### src/rtl/pulse_safety_monitor_if.sv
// rtl/pulse_safety_monitor_if.sv - control, limit and status bundle for pulse_safety_monitor
interface pulse_safety_monitor_if #(
  parameter int NUM_CH = 2,
  parameter int CNT_W  = 32
);
  logic [NUM_CH-1:0]       enable;
  logic                    clear_fail;
  logic [NUM_CH-1:0]       laser_pulse;
  logic [NUM_CH*CNT_W-1:0] width_lo_limit;
  logic [NUM_CH*CNT_W-1:0] width_hi_limit;
  logic [NUM_CH*CNT_W-1:0] period_lo_limit;
  logic [NUM_CH*CNT_W-1:0] period_hi_limit;
  logic [NUM_CH-1:0]       width_lo_fail;
  logic [NUM_CH-1:0]       width_hi_fail;
  logic [NUM_CH-1:0]       period_lo_fail;
  logic [NUM_CH-1:0]       period_hi_fail;
  logic                    laser_inhibit;

  // Trigger path / register side: drives pulses and limits, reads status.
  modport master (
    output enable, clear_fail, laser_pulse,
    output width_lo_limit, width_hi_limit, period_lo_limit, period_hi_limit,
    input  width_lo_fail, width_hi_fail, period_lo_fail, period_hi_fail,
    input  laser_inhibit
  );

  // Monitor side.
  modport slave (
    input  enable, clear_fail, laser_pulse,
    input  width_lo_limit, width_hi_limit, period_lo_limit, period_hi_limit,
    output width_lo_fail, width_hi_fail, period_lo_fail, period_hi_fail,
    output laser_inhibit
  );
endinterface

### src/rtl/pulse_safety_monitor.sv
// rtl/pulse_safety_monitor.sv - multi-channel laser pulse width/period safety monitor
module pulse_safety_monitor #(
  parameter int NUM_CH      = 2,
  parameter int CNT_W       = 32,
  parameter int SYNC_STAGES = 2
) (
  input logic                  clk,
  input logic                  rstn,
  pulse_safety_monitor_if.slave bus
);

  typedef enum logic [1:0] {
    ST_IDLE  = 2'd0,
    ST_HIGH  = 2'd1,
    ST_LOW   = 2'd2,
    ST_FAULT = 2'd3
  } state_e;

  logic [NUM_CH-1:0] wlf_all;
  logic [NUM_CH-1:0] whf_all;
  logic [NUM_CH-1:0] plf_all;
  logic [NUM_CH-1:0] phf_all;
  logic              inhibit_q;
  logic              inhibit_d;

  for (genvar g = 0; g < NUM_CH; g++) begin : g_ch
    logic [SYNC_STAGES-1:0] sync_q;
    logic                   p_s;
    logic                   p_q;
    logic                   rise;
    logic                   fall;
    state_e                 state_q;
    state_e                 state_d;
    logic [CNT_W-1:0]       w_cnt_q;
    logic [CNT_W-1:0]       w_cnt_d;
    logic [CNT_W-1:0]       p_cnt_q;
    logic [CNT_W-1:0]       p_cnt_d;
    logic [CNT_W-1:0]       w_inc;
    logic [CNT_W-1:0]       p_inc;
    logic [CNT_W-1:0]       w_lo;
    logic [CNT_W-1:0]       w_hi;
    logic [CNT_W-1:0]       p_lo;
    logic [CNT_W-1:0]       p_hi;
    logic                   wlf_q;
    logic                   wlf_d;
    logic                   whf_q;
    logic                   whf_d;
    logic                   plf_q;
    logic                   plf_d;
    logic                   phf_q;
    logic                   phf_d;

    // Limits are used live; software only rewrites them while the channel is disabled.
    assign w_lo = bus.width_lo_limit[g*CNT_W +: CNT_W];
    assign w_hi = bus.width_hi_limit[g*CNT_W +: CNT_W];
    assign p_lo = bus.period_lo_limit[g*CNT_W +: CNT_W];
    assign p_hi = bus.period_hi_limit[g*CNT_W +: CNT_W];

    assign p_s  = sync_q[SYNC_STAGES-1];
    assign rise = p_s & ~p_q;
    assign fall = ~p_s & p_q;

    // Saturating increments: a pinned count still reads as larger than any lower limit.
    assign w_inc = (&w_cnt_q) ? w_cnt_q : w_cnt_q + CNT_W'(1);
    assign p_inc = (&p_cnt_q) ? p_cnt_q : p_cnt_q + CNT_W'(1);

    // Bring the asynchronous pulse into the clock domain and keep one cycle of history.
    always_ff @(posedge clk or negedge rstn) begin
      if (!rstn) begin
        sync_q <= '0;
        p_q    <= 1'b0;
      end else begin
        sync_q <= {sync_q[SYNC_STAGES-2:0], bus.laser_pulse[g]};
        p_q    <= p_s;
      end
    end

    // Channel state, counters and sticky flags.
    always_ff @(posedge clk or negedge rstn) begin
      if (!rstn) begin
        state_q <= ST_IDLE;
        w_cnt_q <= '0;
        p_cnt_q <= '0;
        wlf_q   <= 1'b0;
        whf_q   <= 1'b0;
        plf_q   <= 1'b0;
        phf_q   <= 1'b0;
      end else begin
        state_q <= state_d;
        w_cnt_q <= w_cnt_d;
        p_cnt_q <= p_cnt_d;
        wlf_q   <= wlf_d;
        whf_q   <= whf_d;
        plf_q   <= plf_d;
        phf_q   <= phf_d;
      end
    end

    // Measure width and period, raise flags the cycle a violation is seen.
    always_comb begin
      state_d = state_q;
      w_cnt_d = w_cnt_q;
      p_cnt_d = p_cnt_q;
      wlf_d   = wlf_q;
      whf_d   = whf_q;
      plf_d   = plf_q;
      phf_d   = phf_q;

      case (state_q)
        ST_IDLE: begin
          w_cnt_d = '0;
          p_cnt_d = '0;
          // First pulse after IDLE has no previous rise, so no period check.
          if (bus.enable[g] && rise) begin
            state_d = ST_HIGH;
            w_cnt_d = CNT_W'(1);
            p_cnt_d = CNT_W'(1);
          end
        end

        ST_HIGH: begin
          if (!bus.enable[g]) begin
            state_d = ST_IDLE;
            w_cnt_d = '0;
            p_cnt_d = '0;
          end else if (p_s) begin
            w_cnt_d = w_inc;
            p_cnt_d = p_inc;
            // Overlong pulse is flagged while still high, not at the fall.
            if (w_inc > w_hi) begin
              whf_d   = 1'b1;
              state_d = ST_FAULT;
            end
          end else if (fall) begin
            // w_cnt_q holds the number of high cycles at this point.
            p_cnt_d = p_inc;
            if (w_cnt_q < w_lo) begin
              wlf_d   = 1'b1;
              state_d = ST_FAULT;
            end else begin
              state_d = ST_LOW;
            end
          end
        end

        ST_LOW: begin
          if (!bus.enable[g]) begin
            state_d = ST_IDLE;
            w_cnt_d = '0;
            p_cnt_d = '0;
          end else if (rise) begin
            // p_cnt_q is the rising-to-rising period in cycles.
            if (p_cnt_q < p_lo) begin
              plf_d = 1'b1;
            end
            if (p_cnt_q > p_hi) begin
              phf_d = 1'b1;
            end
            if ((p_cnt_q < p_lo) || (p_cnt_q > p_hi)) begin
              state_d = ST_FAULT;
            end else begin
              state_d = ST_HIGH;
              w_cnt_d = CNT_W'(1);
              p_cnt_d = CNT_W'(1);
            end
          end else begin
            p_cnt_d = p_inc;
            // Missing pulse: no rise before the period ceiling is exceeded.
            if (p_inc > p_hi) begin
              phf_d   = 1'b1;
              state_d = ST_FAULT;
            end
          end
        end

        ST_FAULT: begin
          // Only clear once the laser is off; a clear during a pulse is ignored.
          if (bus.clear_fail && !p_s) begin
            wlf_d   = 1'b0;
            whf_d   = 1'b0;
            plf_d   = 1'b0;
            phf_d   = 1'b0;
            w_cnt_d = '0;
            p_cnt_d = '0;
            state_d = ST_IDLE;
          end
        end

        default: begin
          state_d = ST_IDLE;
        end
      endcase
    end

    assign wlf_all[g] = wlf_q;
    assign whf_all[g] = whf_q;
    assign plf_all[g] = plf_q;
    assign phf_all[g] = phf_q;
  end

  assign inhibit_d = (|wlf_all) | (|whf_all) | (|plf_all) | (|phf_all);

  // Global interlock follows the flag registers one cycle later.
  always_ff @(posedge clk or negedge rstn) begin
    if (!rstn) begin
      inhibit_q <= 1'b0;
    end else begin
      inhibit_q <= inhibit_d;
    end
  end

  assign bus.width_lo_fail  = wlf_all;
  assign bus.width_hi_fail  = whf_all;
  assign bus.period_lo_fail = plf_all;
  assign bus.period_hi_fail = phf_all;
  assign bus.laser_inhibit  = inhibit_q;

endmodule

### src/flat_wrapper.sv
// flat-port wrapper written by rule: the top's interface ports become plain ports
module pulse_safety_monitor_flat 
#(
  parameter int NUM_CH      = 2,
  parameter int CNT_W       = 32,
  parameter int SYNC_STAGES = 2
)
  (clk, rstn, bus_enable, bus_clear_fail, bus_laser_pulse, bus_width_lo_limit, bus_width_hi_limit, bus_period_lo_limit, bus_period_hi_limit, bus_width_lo_fail, bus_width_hi_fail, bus_period_lo_fail, bus_period_hi_fail, bus_laser_inhibit);
  pulse_safety_monitor_if #(.NUM_CH(NUM_CH), .CNT_W(CNT_W)) bus_i ();
  input logic clk;
  input logic rstn;
  input wire logic [$bits(bus_i.enable)-1:0] bus_enable;
  input wire logic [$bits(bus_i.clear_fail)-1:0] bus_clear_fail;
  input wire logic [$bits(bus_i.laser_pulse)-1:0] bus_laser_pulse;
  input wire logic [$bits(bus_i.width_lo_limit)-1:0] bus_width_lo_limit;
  input wire logic [$bits(bus_i.width_hi_limit)-1:0] bus_width_hi_limit;
  input wire logic [$bits(bus_i.period_lo_limit)-1:0] bus_period_lo_limit;
  input wire logic [$bits(bus_i.period_hi_limit)-1:0] bus_period_hi_limit;
  output wire logic [$bits(bus_i.width_lo_fail)-1:0] bus_width_lo_fail;
  output wire logic [$bits(bus_i.width_hi_fail)-1:0] bus_width_hi_fail;
  output wire logic [$bits(bus_i.period_lo_fail)-1:0] bus_period_lo_fail;
  output wire logic [$bits(bus_i.period_hi_fail)-1:0] bus_period_hi_fail;
  output wire logic [$bits(bus_i.laser_inhibit)-1:0] bus_laser_inhibit;
  assign bus_i.enable = bus_enable;
  assign bus_i.clear_fail = bus_clear_fail;
  assign bus_i.laser_pulse = bus_laser_pulse;
  assign bus_i.width_lo_limit = bus_width_lo_limit;
  assign bus_i.width_hi_limit = bus_width_hi_limit;
  assign bus_i.period_lo_limit = bus_period_lo_limit;
  assign bus_i.period_hi_limit = bus_period_hi_limit;
  assign bus_width_lo_fail = bus_i.width_lo_fail;
  assign bus_width_hi_fail = bus_i.width_hi_fail;
  assign bus_period_lo_fail = bus_i.period_lo_fail;
  assign bus_period_hi_fail = bus_i.period_hi_fail;
  assign bus_laser_inhibit = bus_i.laser_inhibit;
  pulse_safety_monitor #(.NUM_CH(NUM_CH), .CNT_W(CNT_W), .SYNC_STAGES(SYNC_STAGES)) u_core (.clk(clk), .rstn(rstn), .bus(bus_i));
endmodule
### config.mk
export PLATFORM = sky130hd
export DESIGN_NAME = pulse_safety_monitor_flat
export DESIGN_NICKNAME = d
export VERILOG_FILES = /design/src/rtl/pulse_safety_monitor_if.sv /design/src/rtl/pulse_safety_monitor.sv /design/src/flat_wrapper.sv
export SDC_FILE = /design/constraint.sdc
export NUM_CORES = 1
export LEC_CHECK = 0
export ABC_CLOCK_PERIOD_IN_PS = 7100
export CAP_MARGIN = 10
export CORE_ASPECT_RATIO = 1.5
export CORE_UTILIZATION = 60
export DETAILED_ROUTE_END_ITERATION = 6
export GPL_TIMING_DRIVEN = 1
export PLACE_DENSITY = 0.95
export RECOVER_POWER = 25
export SLEW_MARGIN = 40
export SYNTH_ARGS = -nofsm -noshare
export SYNTH_HDL_FRONTEND = slang
export SYNTH_SLANG_ARGS = --single-unit
### constraint.sdc
create_clock -name clk -period 7.1 [get_ports clk]
set_input_delay 2.13 -clock clk [delete_from_list [all_inputs] [get_ports clk]]
set_output_delay 2.13 -clock clk [all_outputs]
set_load 0.005 [all_outputs]
* Yosys cells after proc, flatten, opt, wreduce, memory -nomap -nowiden
Index checks and enable logic that the tools add are counted.
** Storage, ports and cells
- Flip-flop bits (word level) :: 147
** Cells by class
- Add/sub/neg operators :: 4
- Order comparisons :: 10
- Eq/ne operators :: 46
- Multiplexer cells :: 94
- Bitwise logic cells :: 11
- Reductions and logical operators :: 36
** Operator list (count)
- $mux 32 :: 26
- $pmux 32 s4 :: 4
- $gt 32x32->1 :: 6
- $add 32x1->32 const B :: 4
- $lt 32x32->1 :: 4
- $reduce_and 32->1 :: 4
- $mux 2 :: 20
- $reduce_and 5->1 :: 8
- $mux 1 :: 34
- $ne 2x1->1 const B :: 16
- $ne 4x2->1 const B :: 4
- $ne 4x4->1 const B :: 4
- $pmux 1 s2 :: 8
- $pmux 2 s4 :: 2
- $ne 2x2->1 const B :: 6
- $ne 3x2->1 const B :: 4
- $ne 3x3->1 const B :: 4
- $reduce_and 6->1 :: 2
- $eq 2x2->1 const B :: 4
- $reduce_and 4->1 :: 2
- $reduce_bool 2->1 :: 4
- $reduce_or 2->1 :: 4
- $ne 3x1->1 const B :: 2
- $reduce_and 3->1 :: 2
- 8 further kinds :: 23

* Depth between registers and ports, before layout
Gate-level depths: netlist (run 1).
- Depth after elaboration :: 7
- Depth in mapped cells :: 21

* Least setup slack after synthesis (run 1)
Ideal clock, no wire load.
- Kind :: input to register
- From :: in bus_period_hi_limit[59]
- To :: reg u_core.g_ch[1].state_q[0]
- Data arrival time :: 4334 ps
- Path slack :: 2641 ps
- Cell stages on the path :: 10
- Cells stage by stage :: inv_1 ha_1 nand4_1 or2_2 or3_1 or4_1 o21ai_0 a41oi_1 o211a_1 mux2_2
** On the way
- Word-level cells in the longest chain between the ends :: 3
** Ends and longest elaborated chain
- start: declaration :: line flat_wrapper.sv:18 : input wire logic [$bits(bus_i.period_hi_limit)-1:0] bus_period_hi_limit;
- $gt 32x32->1 :: line pulse_safety_monitor.sv:169 : if (p_inc > p_hi) begin
- $ne 4x2->1 (no source line)
- $reduce_and 5->1 (no source line)
- end signal: assignment :: line pulse_safety_monitor.sv:89 : state_q <= state_d;
- end: declaration :: line pulse_safety_monitor.sv:32 : state_e state_q;
Every way passes these cells.
A chain may end at the register's enable or synchronous reset.

* Worst setup path after layout (run 1)
- From :: in bus_period_lo_limit[25]
- To :: reg u_core.g_ch[0].w_cnt_q[0]
** On the way
- Word-level cells in the longest chain between the ends :: 4
** Ends and longest elaborated chain
- start: declaration :: line flat_wrapper.sv:17 : input wire logic [$bits(bus_i.period_lo_limit)-1:0] bus_period_lo_limit;
- $lt 32x32->1 :: line pulse_safety_monitor.sv:159 : if ((p_cnt_q < p_lo) || (p_cnt_q > p_hi)) begin
- $logic_or 1x1->1 :: line pulse_safety_monitor.sv:159
- $ne 3x3->1 (no source line)
- $reduce_and 4->1 (no source line)
- end signal: assignment :: line pulse_safety_monitor.sv:90 : w_cnt_q <= w_cnt_d;
- end: declaration :: line pulse_safety_monitor.sv:34 : logic [CNT_W-1:0] w_cnt_q;
Every way passes these cells.

==> out/metrics.csv, run 1 <==
stage,metric,value,unit
logic_synthesis,number of flip-flops and latches in the synthesized netlist,147,
status,result of the run,"complete, but fails checks",
die,Die Height,209,µm
clock_network,clk sinks,147,
clock_network,buffer levels on the longest clock path,2,
die,standard-cell rows,75,
clock_network,total of hold buffers inserted after clock tree synthesis,0,
hold_path,destination of the worst hold path,u_core.g_ch[1].sync_q[1],
global_routing,gr ovfl total,0,
route,antenna-violating nets left,0,
sta,Final TNS setup,0,ns
placed_design,post-placement cell count,2712,
final_layout,number of cells in the finished layout apart from fillers,2746,
logic_synthesis,Synth Area per Inst,7.93,µm²
clock_network,Post CTS Setup Buffer Count,0,
global_routing,wire length of the first global-routing pass,81.7,mm
route,post-route DRC violation count,0,
die,Placeable Area,28000,µm²
critical_path,start of the worst register-to-register path,u_core.g_ch[1].p_cnt_q[11],
die,die area,29100,µm²
placed_design,placed cell areas,20000,µm²
critical_path,WP data required,7.39,ns
critical_path,Worst Reg-to-Reg Cells,17,
clock_network,clock buffers created by TritonCTS,17,
clock_network,TritonCTS clock tree,done,
critical_path,type of origin of the critical path,input port,
logic_synthesis,primary flip-flop cell chosen by synthesis mapping,sky130_fd_sc_hd__dfrtp_1,
clock_network,count of instances resized after the clock tree is built,0,
route,drt via density,6.33,
sta,final worst path period share,80.5,%
run,max-capacitance violation count,1,
route,initial DRC count,1483,
sta,Final Critical Period,5.71,ns
logic_synthesis,"Net Count, Synth",2736,
final_layout,fraction of final layout cells sized beyond drive strength 1,3.46,%
logic_synthesis,number of flops mapped to enable cells by yosys,0,
final_layout,"Area growth, synth to finish",20.7,%
route,DRT Pass-1 Iters,6,
route,routed vias,17376,
global_routing,initial antenna violation count,1,
power,Overall Power,3.02,mW
global_routing,via count of the first global-routing pass,17690,
power,static leakage,10.7,nW
clock_network,H-tree depth,4,
sta,Worst Hold Slack,0.350,ns
power,largest voltage drop on the vdd net,0.187,mV
route,Routed wire per std cell,18.2,µm
logic_synthesis,fraction of registers with async set or reset after synthesis,100,%
critical_path,critical path data arrival time,6.01,ns
critical_path,peak fanout along the critical path,20,
logic_synthesis,warning count from the yosys run,0,
sta,RSZ-0062 raised after global routing,false,
hold_path,class of the tightest hold or removal check,flip-flop to flip-flop,
sta,number of pins exceeding their max-slew limit in the final report,57,
final_layout,Final Net Count,2969,
die,Top-Level Pins,272,
clock_network,library cell used as clock root buffer,sky130_fd_sc_hd__clkbuf_16,
critical_path,Critical Setup Path Class,input port to flip-flop,
logic_synthesis,proportion of synthesized chip area in sequential cells,21.6,%
die,initial core utilization,61.0,%
placed_design,total of buffers placed on input and output ports,271,
global_routing,gr usage total,34.5,%
global_routing,maximum number of pins on one net before global-route repair,104,
critical_path,reg-to-reg setup timing slack,1.79,ns
logic_synthesis,netlist area before placement,17100,µm²
status,failing checks,"capacitance limit, slew limit",
route,total detailed-routing wirelength,50.1,mm
die,horizontal extent of the die,140,µm
sta,Setup-failing EPs final,0,
sta,maximum operating frequency,175,MHz
hold_path,Worst Min Path Start,u_core.g_ch[1].sync_q[0],
logic_synthesis,Unique masters post-synth,83,
sta,Max Clock Skew,0.0142,ns
power,total power per unit cell area,146,nW/µm²
sta,Worst-Margin Slew,3.23,ns
critical_path,CP endpoint kind,flip-flop,
placed_design,post-detail-place hpwl,39.4,mm
clock_network,CTS clock-pin slew for the worst setup and hold paths,0.07,ns
clock_network,Skew-Pair Late Insertion Delay,0.45,ns
logic_synthesis,Mapped Cells,2153,
final_layout,fin area,20600,µm²
hold_path,number of cells on the worst hold path,0,
sta,relative max-transition margin,-115,%
sta,total count of hold-check failures in the final report,0,
placed_design,Final GP Congestion,0.980,
critical_path,terminus of the critical flop-to-flop path,u_core.g_ch[1].state_q[0],
==> layout make-up <==
type	count	area, µm²
Clock inverter	14	166
Fill cell	1971	7360
Tap cell	346	433
Sequential cell	147	3680
Antenna cell	1	2.50
Clock buffer	18	439
Multi-Input combinational cell	1655	12000
Timing Repair Buffer	279	2790
Inverter	286	1070
==> stage by stage <==
step           worst slack [ns]  utilization [%]
3_3_place_gp               1.37             71.3
5_1_grt                    1.26             73.7
3_5_place_dp               1.21             71.4
6_report                   1.39             73.7
4_1_cts                    1.58             73.5
2_1_floorplan              2.64                -
==> report_power, final <==
group / internal (mW) / leakage (nW) / total (mW) / switching (mW)
combinational: 0.444 / 8.43 / 1.09 / 0.646
sequential: 0.879 / 2.02 / 0.975 / 0.0961
clock: 0.538 / 0.297 / 0.951 / 0.413
==> cell usage in the layout (no fill, tap or decap), types with 10 or more instances in the layout <==
cell                                n
sky130_fd_sc_hd__ha_1             320
sky130_fd_sc_hd__inv_1            284
sky130_fd_sc_hd__clkdlybuf4s50_1  268
sky130_fd_sc_hd__nand2_1          178
sky130_fd_sc_hd__o21ai_0          173
sky130_fd_sc_hd__dfrtp_1          147
sky130_fd_sc_hd__nor2_1           127
sky130_fd_sc_hd__a21oi_1          122
sky130_fd_sc_hd__nand3_1           92
sky130_fd_sc_hd__xnor2_1           80
sky130_fd_sc_hd__nand4_1           72
sky130_fd_sc_hd__a21o_1            55
sky130_fd_sc_hd__xor2_1            40
sky130_fd_sc_hd__o31ai_1           37
sky130_fd_sc_hd__and3_1            28
sky130_fd_sc_hd__and2_1            28
sky130_fd_sc_hd__nor3_1            26
sky130_fd_sc_hd__and4_1            22
sky130_fd_sc_hd__a31oi_1           22
sky130_fd_sc_hd__o21a_1            20
sky130_fd_sc_hd__nor2b_1           18
sky130_fd_sc_hd__a22o_1            18
sky130_fd_sc_hd__clkbuf_16         17
sky130_fd_sc_hd__nand2b_1          13
sky130_fd_sc_hd__nor4_1            12
sky130_fd_sc_hd__a211oi_1          10
sky130_fd_sc_hd__a221oi_1          10
==> metal layers <==
layer,up-vias,global-route usage (%),part of all wire (%)
met5,-,0,0
met4,0,23.8,6.4
met3,239,4.99,6.9
met2,908,62.2,51
met1,8075,36.8,36
li1,8154,-,-
==> how the worst max path moves through the flow <==
stage / startpoint / to / slack (ns) / cells past startpoint
after global routing: bus_period_hi_limit[30] / u_core.g_ch[0].w_cnt_q[0] / 1.26 / 12
final: bus_period_lo_limit[25] / u_core.g_ch[0].w_cnt_q[0] / 1.39 / 11
after floorplan: bus_period_hi_limit[59] / u_core.g_ch[1].state_q[0] / 2.64 / 10
after CTS: bus_period_lo_limit[25] / u_core.g_ch[0].w_cnt_q[0] / 1.58 / 11
after detailed placement: bus_period_lo_limit[25] / u_core.g_ch[0].w_cnt_q[0] / 1.21 / 11
after global placement: bus_period_hi_limit[5] / u_core.g_ch[0].w_cnt_q[4] / 1.37 / 12
==> cells by family (layout without fill, tap and decap cells) <==
family	Yosys count	after routing	synth area share, %
and+or+nand+nor	666	666	20.1
AOI/OAI and AO/OA	542	542	20.1
buffers and inverters	351	597	8.19
adders and majority gates	320	320	23.5
DFF	147	147	21.6
xor gates and xnor gates	120	120	6.16
muxes	7	7	0.447
other	0	1	0
==> cells in the mapped netlist, types with 4 or more instances <==
master | number | share of area [%]
sky130_fd_sc_hd__mux2_2 | 5 | 0.33
sky130_fd_sc_hd__inv_1 | 284 | 6.2
sky130_fd_sc_hd__ha_1 | 320 | 23
sky130_fd_sc_hd__a211oi_1 | 10 | 0.44
sky130_fd_sc_hd__o21bai_1 | 4 | 0.18
sky130_fd_sc_hd__a221oi_1 | 10 | 0.51
sky130_fd_sc_hd__nor4_1 | 13 | 0.48
sky130_fd_sc_hd__a31oi_1 | 22 | 0.81
sky130_fd_sc_hd__a211o_1 | 6 | 0.31
sky130_fd_sc_hd__o2111ai_1 | 4 | 0.21
sky130_fd_sc_hd__and4_1 | 22 | 1.1
sky130_fd_sc_hd__or2_2 | 4 | 0.15
sky130_fd_sc_hd__and3_1 | 29 | 1.1
sky130_fd_sc_hd__clkbuf_1 | 44 | 0.97
sky130_fd_sc_hd__or4_1 | 6 | 0.26
sky130_fd_sc_hd__nor2_1 | 129 | 2.8
sky130_fd_sc_hd__nand4_1 | 72 | 2.6
sky130_fd_sc_hd__nand2b_1 | 14 | 0.51
sky130_fd_sc_hd__nor3_1 | 27 | 0.79
sky130_fd_sc_hd__xor2_1 | 40 | 2.1
sky130_fd_sc_hd__o311ai_0 | 5 | 0.26
sky130_fd_sc_hd__o21ai_1 | 4 | 0.12
sky130_fd_sc_hd__buf_4 | 9 | 0.40
sky130_fd_sc_hd__a221o_1 | 5 | 0.29
sky130_fd_sc_hd__nand2_1 | 178 | 3.9
sky130_fd_sc_hd__o41ai_1 | 5 | 0.26
sky130_fd_sc_hd__or3_1 | 8 | 0.29
sky130_fd_sc_hd__and2_1 | 28 | 1.0
sky130_fd_sc_hd__nor2b_1 | 18 | 0.66
sky130_fd_sc_hd__nand3_1 | 92 | 2.7
sky130_fd_sc_hd__a21o_1 | 55 | 2.4
sky130_fd_sc_hd__a41oi_1 | 5 | 0.26
sky130_fd_sc_hd__dfrtp_1 | 147 | 22
sky130_fd_sc_hd__a21oi_1 | 122 | 3.6
sky130_fd_sc_hd__o21ai_0 | 173 | 5.1
sky130_fd_sc_hd__o211ai_1 | 7 | 0.31
sky130_fd_sc_hd__a31o_2 | 5 | 0.26
sky130_fd_sc_hd__xnor2_1 | 80 | 4.1
sky130_fd_sc_hd__o31ai_1 | 37 | 1.6
sky130_fd_sc_hd__buf_2 | 5 | 0.15
sky130_fd_sc_hd__a22o_1 | 18 | 0.92
sky130_fd_sc_hd__o21a_1 | 20 | 0.88
==> worst max-delay path, stage by stage <==
cell and delay [ns]:
sky130_fd_sc_hd__clkdlybuf4s50_1 0.46, sky130_fd_sc_hd__inv_1 0.04, sky130_fd_sc_hd__ha_1 0.30, sky130_fd_sc_hd__a211oi_1 0.22
sky130_fd_sc_hd__o21ai_0 0.17, sky130_fd_sc_hd__a221oi_1 0.62, sky130_fd_sc_hd__o211ai_1 0.33, sky130_fd_sc_hd__a21oi_1 0.29
sky130_fd_sc_hd__a311o_1 0.67, sky130_fd_sc_hd__a21o_1 0.54, sky130_fd_sc_hd__a22oi_1 0.23
==> sequential cells by signal (all words and copies together) (netlist names) <==
name,cells
u_core.g_ch.sync_q,4
u_core.g_ch.phf_q,2
u_core.g_ch.wlf_q,2
u_core.g_ch.plf_q,2
u_core.g_ch.state_q,4
u_core.g_ch.p_q,2
u_core.bus.laser_inhibit,1
u_core.g_ch.whf_q,2
u_core.g_ch.p_cnt_q,64
u_core.g_ch.w_cnt_q,64
Power figures use the tool's default switching activity.
==> inputs of run 2 (changes only) <==
Settings changed: ABC_CLOCK_PERIOD_IN_PS 7100 to 5840, CORE_UTILIZATION 60 to 56, PLACE_DENSITY 0.95 to 0.94.
Clock period 7.1 ns to 5.84 ns, I/O delays scaled along.
==> run 2 against run 1 <==
The run ends with DRC, capacitance limit, slew limit left. Clock power grew 9%. Sequential share of layout area hardly changed. Total power increased by 19%. Flip-flop and latch count is the same. Via count increased by 0.55%. Utilization is 4.4 points lower. Sequential power grew 22%. Cell count is 2.0% higher. Global-route usage is 0.85 points higher. Hold slack gained 0.0026 ns. Setup slack got worse by 0.70 ns. Critical path type is now flip-flop to flip-flop. Largest cell class unchanged. Largest power group unchanged.
==> out/metrics.csv, run 2 (synthesis gave the netlist of run 1 again) <==
stage,metric,value,unit,change
clock_network,buffer levels on the longest clock path,2,,unchanged
die,Die Height,216,µm,was 209 µm
final_layout,"Area growth, synth to finish",20.9,%,was 20.7%
critical_path,critical path data arrival time,5.52,ns,was 6.01 ns
global_routing,wire length of the first global-routing pass,85.9,mm,was 81.7 mm
clock_network,total of hold buffers inserted after clock tree synthesis,0,,unchanged
global_routing,via count of the first global-routing pass,18094,,was 17690
clock_network,Skew-Pair Late Insertion Delay,0.46,ns,was 0.45 ns
route,drt via density,6.24,,was 6.33
critical_path,type of origin of the critical path,flip-flop,,was input port
clock_network,count of instances resized after the clock tree is built,0,,unchanged
power,total internal power,2.20,mW,was 1.86 mW
critical_path,"Max stage delay cell, worst path",sky130_fd_sc_hd__dfrtp_1,,was sky130_fd_sc_hd__a311o_1
global_routing,initial antenna violation count,3,,was 1
power,switching part of the total,38.9,%,was 38.3%
power,proportion of power drawn by flip-flops and latches,32.9,%,was 32.3%
clock_network,TritonCTS clock tree,done,,unchanged
placed_design,total of buffers placed on input and output ports,271,,unchanged
final_layout,"commonest cells after routing, fill and taps aside","sky130_fd_sc_hd__ha_1 (320), sky130_fd_sc_hd__inv_1 (284), sky130_fd_sc_hd__clkdlybuf4s50_1 (268), sky130_fd_sc_hd__nand2_1 (178), sky130_fd_sc_hd__o21ai_0 (173)",,unchanged
hold_path,class of the tightest hold or removal check,flip-flop to flip-flop,,unchanged
sta,Worst-Margin Slew,3.62,ns,was 3.23 ns
die,Placeable Area,29800,µm²,was 28000 µm²
power,relative contribution of the clock network to total power,28.9,%,was 31.5%
global_routing,gr usage total,35.3,%,was 34.5%
critical_path,peak fanout along the critical path,9,,was 20
die,standard-cell rows,77,,was 75
sta,relative max-transition margin,-141,%,was -115%
clock_network,CTS clock-pin slew for the worst setup and hold paths,0.06,ns,was 0.07 ns
critical_path,WP data required,6.21,ns,was 7.39 ns
critical_path,Critical Setup Path Class,flip-flop to flip-flop,,was input port to flip-flop
route,DRT Pass-1 Iters,7,,was 6
power,total power per unit cell area,174,nW/µm²,was 146 nW/µm²
power,switching power summed over all nets,1.40,mW,was 1.16 mW
sta,Final Critical Period,5.15,ns,
critical_path,crit-path most repeated cell,sky130_fd_sc_hd__nor3_1,,
clock_network,clock buffers created by TritonCTS,17,,unchanged
final_layout,biggest registers after layout,"u_core.g_ch.p_cnt_q (64), u_core.g_ch.w_cnt_q (64)",,unchanged
power,static leakage,10.7,nW,about the same
route,routed vias,17472,,was 17376
route,initial DRC count,1612,,was 1483
final_layout,most common library cell in the layout ignoring fill and taps,sky130_fd_sc_hd__ha_1,,unchanged
status,failing checks,"DRC, capacitance limit, slew limit",,"was capacitance limit, slew limit"
power,share of power burned in combinational logic,38.2,%,was 36.2%
sta,total count of hold-check failures in the final report,0,,unchanged
die,horizontal extent of the die,145,µm,was 140 µm
sta,RSZ-0062 raised after global routing,false,,unchanged
sta,Setup-failing EPs final,0,,unchanged
die,Top-Level Pins,272,,unchanged
placed_design,post-placement cell count,2769,,was 2712
die,die area,31200,µm²,was 29100 µm²
route,antenna-violating nets left,0,,unchanged
clock_network,clk sinks,147,,unchanged
placed_design,post-detail-place hpwl,42.1,mm,was 39.4 mm
sta,number of pins exceeding their max-slew limit in the final report,72,,was 57
clock_network,library cell used as clock root buffer,sky130_fd_sc_hd__clkbuf_16,,unchanged
die,initial core utilization,57.3,%,was 61.0%
route,Routed wire per std cell,19.1,µm,was 18.2 µm
clock_network,H-tree depth,4,,unchanged
critical_path,crit path cell chain,"and3_1, nand4_1, or2_2, nor3_2, nand4_1, nor3_1, xor2_1, ha_1, and4_1, a221oi_1, clkbuf_2, o21ai_0, o21ai_0, a221o_1, nor3_1, nor3_1",,"was clkdlybuf4s50_1, inv_1, ha_1, a211oi_1, o21ai_0, a221oi_1, o211ai_1, a21oi_1, a311o_1, a21o_1, a22oi_1"
placed_design,Final GP Congestion,0.967,,was 0.980
final_layout,number of cells in the finished layout apart from fillers,2801,,was 2746
status,result of the run,"complete, but fails checks",,unchanged
power,largest voltage drop on the vdd net,0.228,mV,was 0.187 mV
final_layout,"Core Util, Final",69.3,%,was 73.7%
global_routing,gr ovfl total,0,,unchanged
sta,final worst path period share,88.3,%,
sta,fin worst setup slack,0.686,ns,was 1.39 ns
critical_path,"slowest stage delay, CP",0.57,ns,was 0.67 ns
clock_network,Post CTS Setup Buffer Count,0,,unchanged
global_routing,maximum number of pins on one net before global-route repair,72,,was 104
run,max-capacitance violation count,1,,unchanged
final_layout,fraction of final layout cells sized beyond drive strength 1,3.53,%,was 3.46%
critical_path,CP endpoint kind,flip-flop,,unchanged
sta,Max Clock Skew,0.0114,ns,was 0.0142 ns
route,total detailed-routing wirelength,53.5,mm,was 50.1 mm
route,post-route DRC violation count,23,,was 0
final_layout,Final Net Count,2977,,was 2969
sta,Final TNS setup,0,ns,unchanged
power,Overall Power,3.60,mW,was 3.02 mW
sta,maximum operating frequency,194,MHz,
placed_design,setup slack after placement,0.584,ns,was 1.21 ns
run 2: metal layers:
metal	GRT usage [%]	vias up	share of wire, %
met5	0	-	0.090
met1	36.1	8138	35
li1	-	8163	-
met2	62.1	892	51
met3	8.59	273	7.1
met4	24.8	6	6.7
run 2: through the flow:
step,hold WS (ns),cell area (µm²)
final,0.352,20600
after global routing,0.370,20600
after CTS,0.357,20600
after detailed placement,0.343,20100
after global placement,0.339,20100
after floorplan,0.331,17100
run 2: critical path: cells and delay by family, from the launching register on:
family | cells | cell delay, ns
simple gates | 9 | 2.59
xor+xnor | 1 | 0.21
compound gates | 4 | 1.16
flops | 1 | 0.57
fa+ha+maj | 1 | 0.27
buf+inv | 1 | 0.26
run 2: area by class of cell:
class | instances | area [µm²]
Sequential cell | 147 | 3680
Timing Repair Buffer | 287 | 2840
Clock buffer | 22 | 474
Fill cell | 2244 | 9140
Clock inverter | 8 | 56.3
Antenna cell | 1 | 2.50
Multi-Input combinational cell | 1655 | 12000
Inverter | 286 | 1070
Tap cell | 395 | 494
run 2: power by group through the flow:
stage	clock network [mW]	logic, mW	registers [mW]
3_5_place_dp	0	1.33	1.20
4_1_cts	1.04	1.34	1.18
2_1_floorplan	0	0.853	1.13
3_3_place_gp	0	1.27	1.19
5_1_grt	1.08	1.50	1.19
6_report	1.04	1.37	1.19
run 2: final timing paths:
check,from,end,slack (ns),cells past startpoint
worst max register to register,u_core.g_ch[0].p_cnt_q[3],u_core.g_ch[0].state_q[1],0.69,16
worst min register to register,u_core.g_ch[0].sync_q[0],u_core.g_ch[0].sync_q[1],0.35,0
max in group asynchronous,rstn,u_core.g_ch[1].w_cnt_q[25],1.02,1
worst max-delay path,u_core.g_ch[0].p_cnt_q[3],u_core.g_ch[0].state_q[1],0.69,16
min in group asynchronous,rstn,u_core.g_ch[0].w_cnt_q[18],2.73,1
worst min-delay path,u_core.g_ch[0].sync_q[0],u_core.g_ch[0].sync_q[1],0.35,0
==> inputs of run 3 (changes only) <==
Settings changed: ABC_CLOCK_PERIOD_IN_PS 5840 to 4300, CORE_UTILIZATION 56 to 51, PLACE_DENSITY 0.94 to 0.91.
Clock period 5.84 ns to 4.3 ns, I/O delays scaled along.
==> run 3 against run 2 <==
The run still ends with DRC, capacitance limit, slew limit left. Design area up 8.0%. Register-to-register slack worse by 0.67 ns. Utilization fell by 1.3 points. Critical path depth increased by 1. Largest cell class unchanged. Via count rose by 5.3%. Fmax increased by 20%. Combinational power is 50% higher. Critical endpoint is now u_core.g_ch[1].state_q[0]. Total power increased by 48%. Highest routed layer unchanged. Critical path type unchanged. Flip-flop and latch count did not move. Setup slack got worse by 0.67 ns. Hold slack lost 0.0043 ns. Sequential share of layout area is 1.3 points lower.
==> out/metrics.csv, run 3 (synthesis gave the netlist of run 1 again) <==
stage,metric,value,unit,change
critical_path,type of origin of the critical path,flip-flop,,unchanged
placed_design,setup slack after placement,-0.439,ns,was 0.584 ns
placed_design,Final GP Congestion,1.04,,was 0.967
route,total detailed-routing wirelength,58.3,mm,was 53.5 mm
critical_path,critical path data arrival time,4.61,ns,was 5.52 ns
die,horizontal extent of the die,151,µm,was 145 µm
clock_network,CTS clock-pin slew for the worst setup and hold paths,0.06,ns,about the same
hold_path,class of the tightest hold or removal check,flip-flop to flip-flop,,unchanged
route,DRT Pass-1 Iters,7,,unchanged
status,failing checks,"DRC, capacitance limit, slew limit",,unchanged
sta,Final TNS setup,0,ns,unchanged
sta,Max Clock Skew,0.0164,ns,was 0.0114 ns
clock_network,library cell used as clock root buffer,sky130_fd_sc_hd__clkbuf_16,,unchanged
sta,total count of hold-check failures in the final report,0,,unchanged
run,max-capacitance violation count,1,,unchanged
clock_network,H-tree depth,4,,unchanged
final_layout,most common library cell in the layout ignoring fill and taps,sky130_fd_sc_hd__ha_1,,unchanged
final_layout,Final Net Count,3152,,was 2977
route,initial DRC count,1491,,was 1612
sta,Setup-failing EPs final,0,,unchanged
die,Top-Level Pins,272,,unchanged
power,total power per unit cell area,238,nW/µm²,was 174 nW/µm²
route,antenna-violating nets left,0,,unchanged
critical_path,Top delay family on crit path,simple AND/OR/NAND/NOR gates,,unchanged
placed_design,post-placement cell count,2955,,was 2769
die,Placeable Area,32700,µm²,was 29800 µm²
critical_path,peak fanout along the critical path,6,,was 9
clock_network,total of hold buffers inserted after clock tree synthesis,0,,unchanged
clock_network,clock buffers created by TritonCTS,17,,unchanged
final_layout,"Area growth, synth to finish",30.5,%,was 20.9%
global_routing,wire length of the first global-routing pass,90.8,mm,was 85.9 mm
route,routed vias,18406,,was 17472
sta,relative max-transition margin,-58.9,%,was -141%
critical_path,WP data required,4.62,ns,was 6.21 ns
placed_design,post-detail-place hpwl,45.1,mm,was 42.1 mm
sta,Worst-Margin Slew,2.38,ns,was 3.62 ns
route,drt via density,6.14,,was 6.24
placed_design,placed cell areas,21400,µm²,was 20100 µm²
final_layout,number of inserted filler cells in the final layout,2462,,was 2244
clock_network,buffer levels on the longest clock path,2,,unchanged
die,standard-cell rows,81,,was 77
clock_network,Skew-Pair Late Insertion Delay,0.44,ns,was 0.46 ns
sta,maximum operating frequency,233,MHz,was 194 MHz
global_routing,gr ovfl total,0,,unchanged
global_routing,via count of the first global-routing pass,18687,,was 18094
sta,final worst path period share,99.7,%,was 88.3%
route,post-route DRC violation count,4,,was 23
final_layout,number of cells in the finished layout apart from fillers,2998,,was 2801
critical_path,Critical Setup Path Class,flip-flop to flip-flop,,unchanged
route,Routed wire per std cell,19.4,µm,was 19.1 µm
global_routing,maximum number of pins on one net before global-route repair,84,,was 72
status,result of the run,"complete, but fails checks",,unchanged
sta,number of pins exceeding their max-slew limit in the final report,83,,was 72
placed_design,total of buffers placed on input and output ports,271,,unchanged
power,static leakage,11.7,nW,was 10.7 nW
die,die area,34200,µm²,was 31200 µm²
critical_path,count of buffering cells on the critical path with inverters included,2,,was 1
die,Die Height,226,µm,was 216 µm
global_routing,initial antenna violation count,3,,unchanged
final_layout,fraction of final layout cells sized beyond drive strength 1,11.2,%,was 3.53%
critical_path,CP endpoint kind,flip-flop,,unchanged
sta,fin worst setup slack,0.0109,ns,was 0.686 ns
critical_path,"slowest stage delay, CP",0.51,ns,was 0.57 ns
critical_path,"Max stage delay cell, worst path",sky130_fd_sc_hd__or4_4,,was sky130_fd_sc_hd__dfrtp_1
global_routing,gr usage total,34.1,%,was 35.3%
die,initial core utilization,52.1,%,was 57.3%
final_layout,biggest registers after layout,"u_core.g_ch.p_cnt_q (64), u_core.g_ch.w_cnt_q (64)",,unchanged
critical_path,crit path cell chain,"nand3_1, or3_4, nor2_1, buf_4, nand2_1, and2_1, buf_4, and3_1, xnor2_1, ha_1, nand4_1, or3_4, or4_4, o21ai_2, a41oi_1, o211a_1, mux2_2",,"was and3_1, nand4_1, or2_2, nor3_2, nand4_1, nor3_1, xor2_1, ha_1, and4_1, a221oi_1, clkbuf_2, o21ai_0, o21ai_0, a221o_1, nor3_1, nor3_1"
sta,Final Critical Period,4.29,ns,was 5.15 ns
final_layout,"Core Util, Final",68.0,%,was 69.3%
final_layout,fin area,22300,µm²,was 20600 µm²
clock_network,TritonCTS clock tree,done,,unchanged
power,largest voltage drop on the vdd net,0.320,mV,was 0.228 mV
clock_network,clk sinks,147,,unchanged
final_layout,"commonest cells after routing, fill and taps aside","sky130_fd_sc_hd__ha_1 (319), sky130_fd_sc_hd__inv_1 (284), sky130_fd_sc_hd__clkdlybuf4s50_1 (268), sky130_fd_sc_hd__buf_4 (185), sky130_fd_sc_hd__nand2_1 (175)",,"was sky130_fd_sc_hd__ha_1 (320), sky130_fd_sc_hd__inv_1 (284), sky130_fd_sc_hd__clkdlybuf4s50_1 (268), sky130_fd_sc_hd__nand2_1 (178), sky130_fd_sc_hd__o21ai_0 (173)"
## run 3: changes by cell type in the layout (fill, tap and decap cells not counted), moves of 4 or more
cell | before | now
sky130_fd_sc_hd__o21ai_1 | 4 | 8
sky130_fd_sc_hd__bufinv_16 | 0 | 5
sky130_fd_sc_hd__buf_12 | 1 | 5
sky130_fd_sc_hd__o21ai_0 | 173 | 168
sky130_fd_sc_hd__buf_4 | 14 | 185
## run 3: path summary, 6_finish.rpt
path | start | end | slack, ns | cells past startpoint
max | u_core.g_ch[1].p_cnt_q[11] | u_core.g_ch[1].state_q[0] | 0.01 | 17
min | u_core.g_ch[0].sync_q[0] | u_core.g_ch[0].sync_q[1] | 0.35 | 0
max reg2reg | u_core.g_ch[1].p_cnt_q[11] | u_core.g_ch[1].state_q[0] | 0.01 | 17
min reg2reg | u_core.g_ch[0].sync_q[0] | u_core.g_ch[0].sync_q[1] | 0.35 | 0
max in group asynchronous | rstn | u_core.g_ch[1].w_cnt_q[25] | 1.14 | 1
min in group asynchronous | rstn | u_core.g_ch[0].w_cnt_q[19] | 1.54 | 1
## run 3: repair_timing
action                                 CTS  global route
endpoints found under the hold margin    0             0
pin swaps                                0            19
setup endpoints to repair                3            70
cloned                                   0             0
resized for setup                        6            37
buffers inserted                         0            10
## run 3: cell type report
class	count	area (µm²)	share of cell area, %
diodes	1	2.50	0.0112
well taps	415	519	2.33
clock inverters	12	204	0.916
multi-input cells	1655	12200	54.6
repair buffers	462	4200	18.9
clock buffers	20	437	1.96
flip-flops and latches	147	3680	16.5
inverters	286	1070	4.82
## run 3: routing by layer
| metal | GRT usage, % | share of wire (%) |
|---|---|---|
| met1 | 35.0 | 35 |
| met2 | 60.7 | 50 |
| met3 | 6.38 | 7.4 |
| met4 | 25.2 | 7.7 |
| met5 | 0 | 0.058 |
## run 3: stage by stage
step / hold WS, ns / power [mW]
finish: 0.348 / 5.31
global route: 0.361 / 5.56
floorplan: 0.331 / 2.69
detailed placement: 0.335 / 3.55
global placement: 0.333 / 3.47
CTS: 0.350 / 5.23
## run 3: worst reg2reg max path, stage by stage (launching register included)
cell                      delay [ns]
sky130_fd_sc_hd__dfrtp_1        0.36
sky130_fd_sc_hd__nand3_1        0.15
sky130_fd_sc_hd__or3_4          0.41
sky130_fd_sc_hd__nor2_1         0.10
sky130_fd_sc_hd__buf_4          0.16
sky130_fd_sc_hd__nand2_1        0.09
sky130_fd_sc_hd__and2_1         0.22
sky130_fd_sc_hd__buf_4          0.18
sky130_fd_sc_hd__and3_1         0.18
sky130_fd_sc_hd__xnor2_1        0.14
sky130_fd_sc_hd__ha_1           0.30
sky130_fd_sc_hd__nand4_1        0.20
sky130_fd_sc_hd__or3_4          0.45
sky130_fd_sc_hd__or4_4          0.51
sky130_fd_sc_hd__o21ai_2        0.16
sky130_fd_sc_hd__a41oi_1        0.07
sky130_fd_sc_hd__o211a_1        0.20
sky130_fd_sc_hd__mux2_2         0.28
## run 3: where the power goes
part,total (mW),internal [mW],switching [mW]
combinational,2.05,0.882,1.16
clock,1.67,1.03,0.642
sequential,1.59,1.45,0.139
total,5.31,3.37,1.95
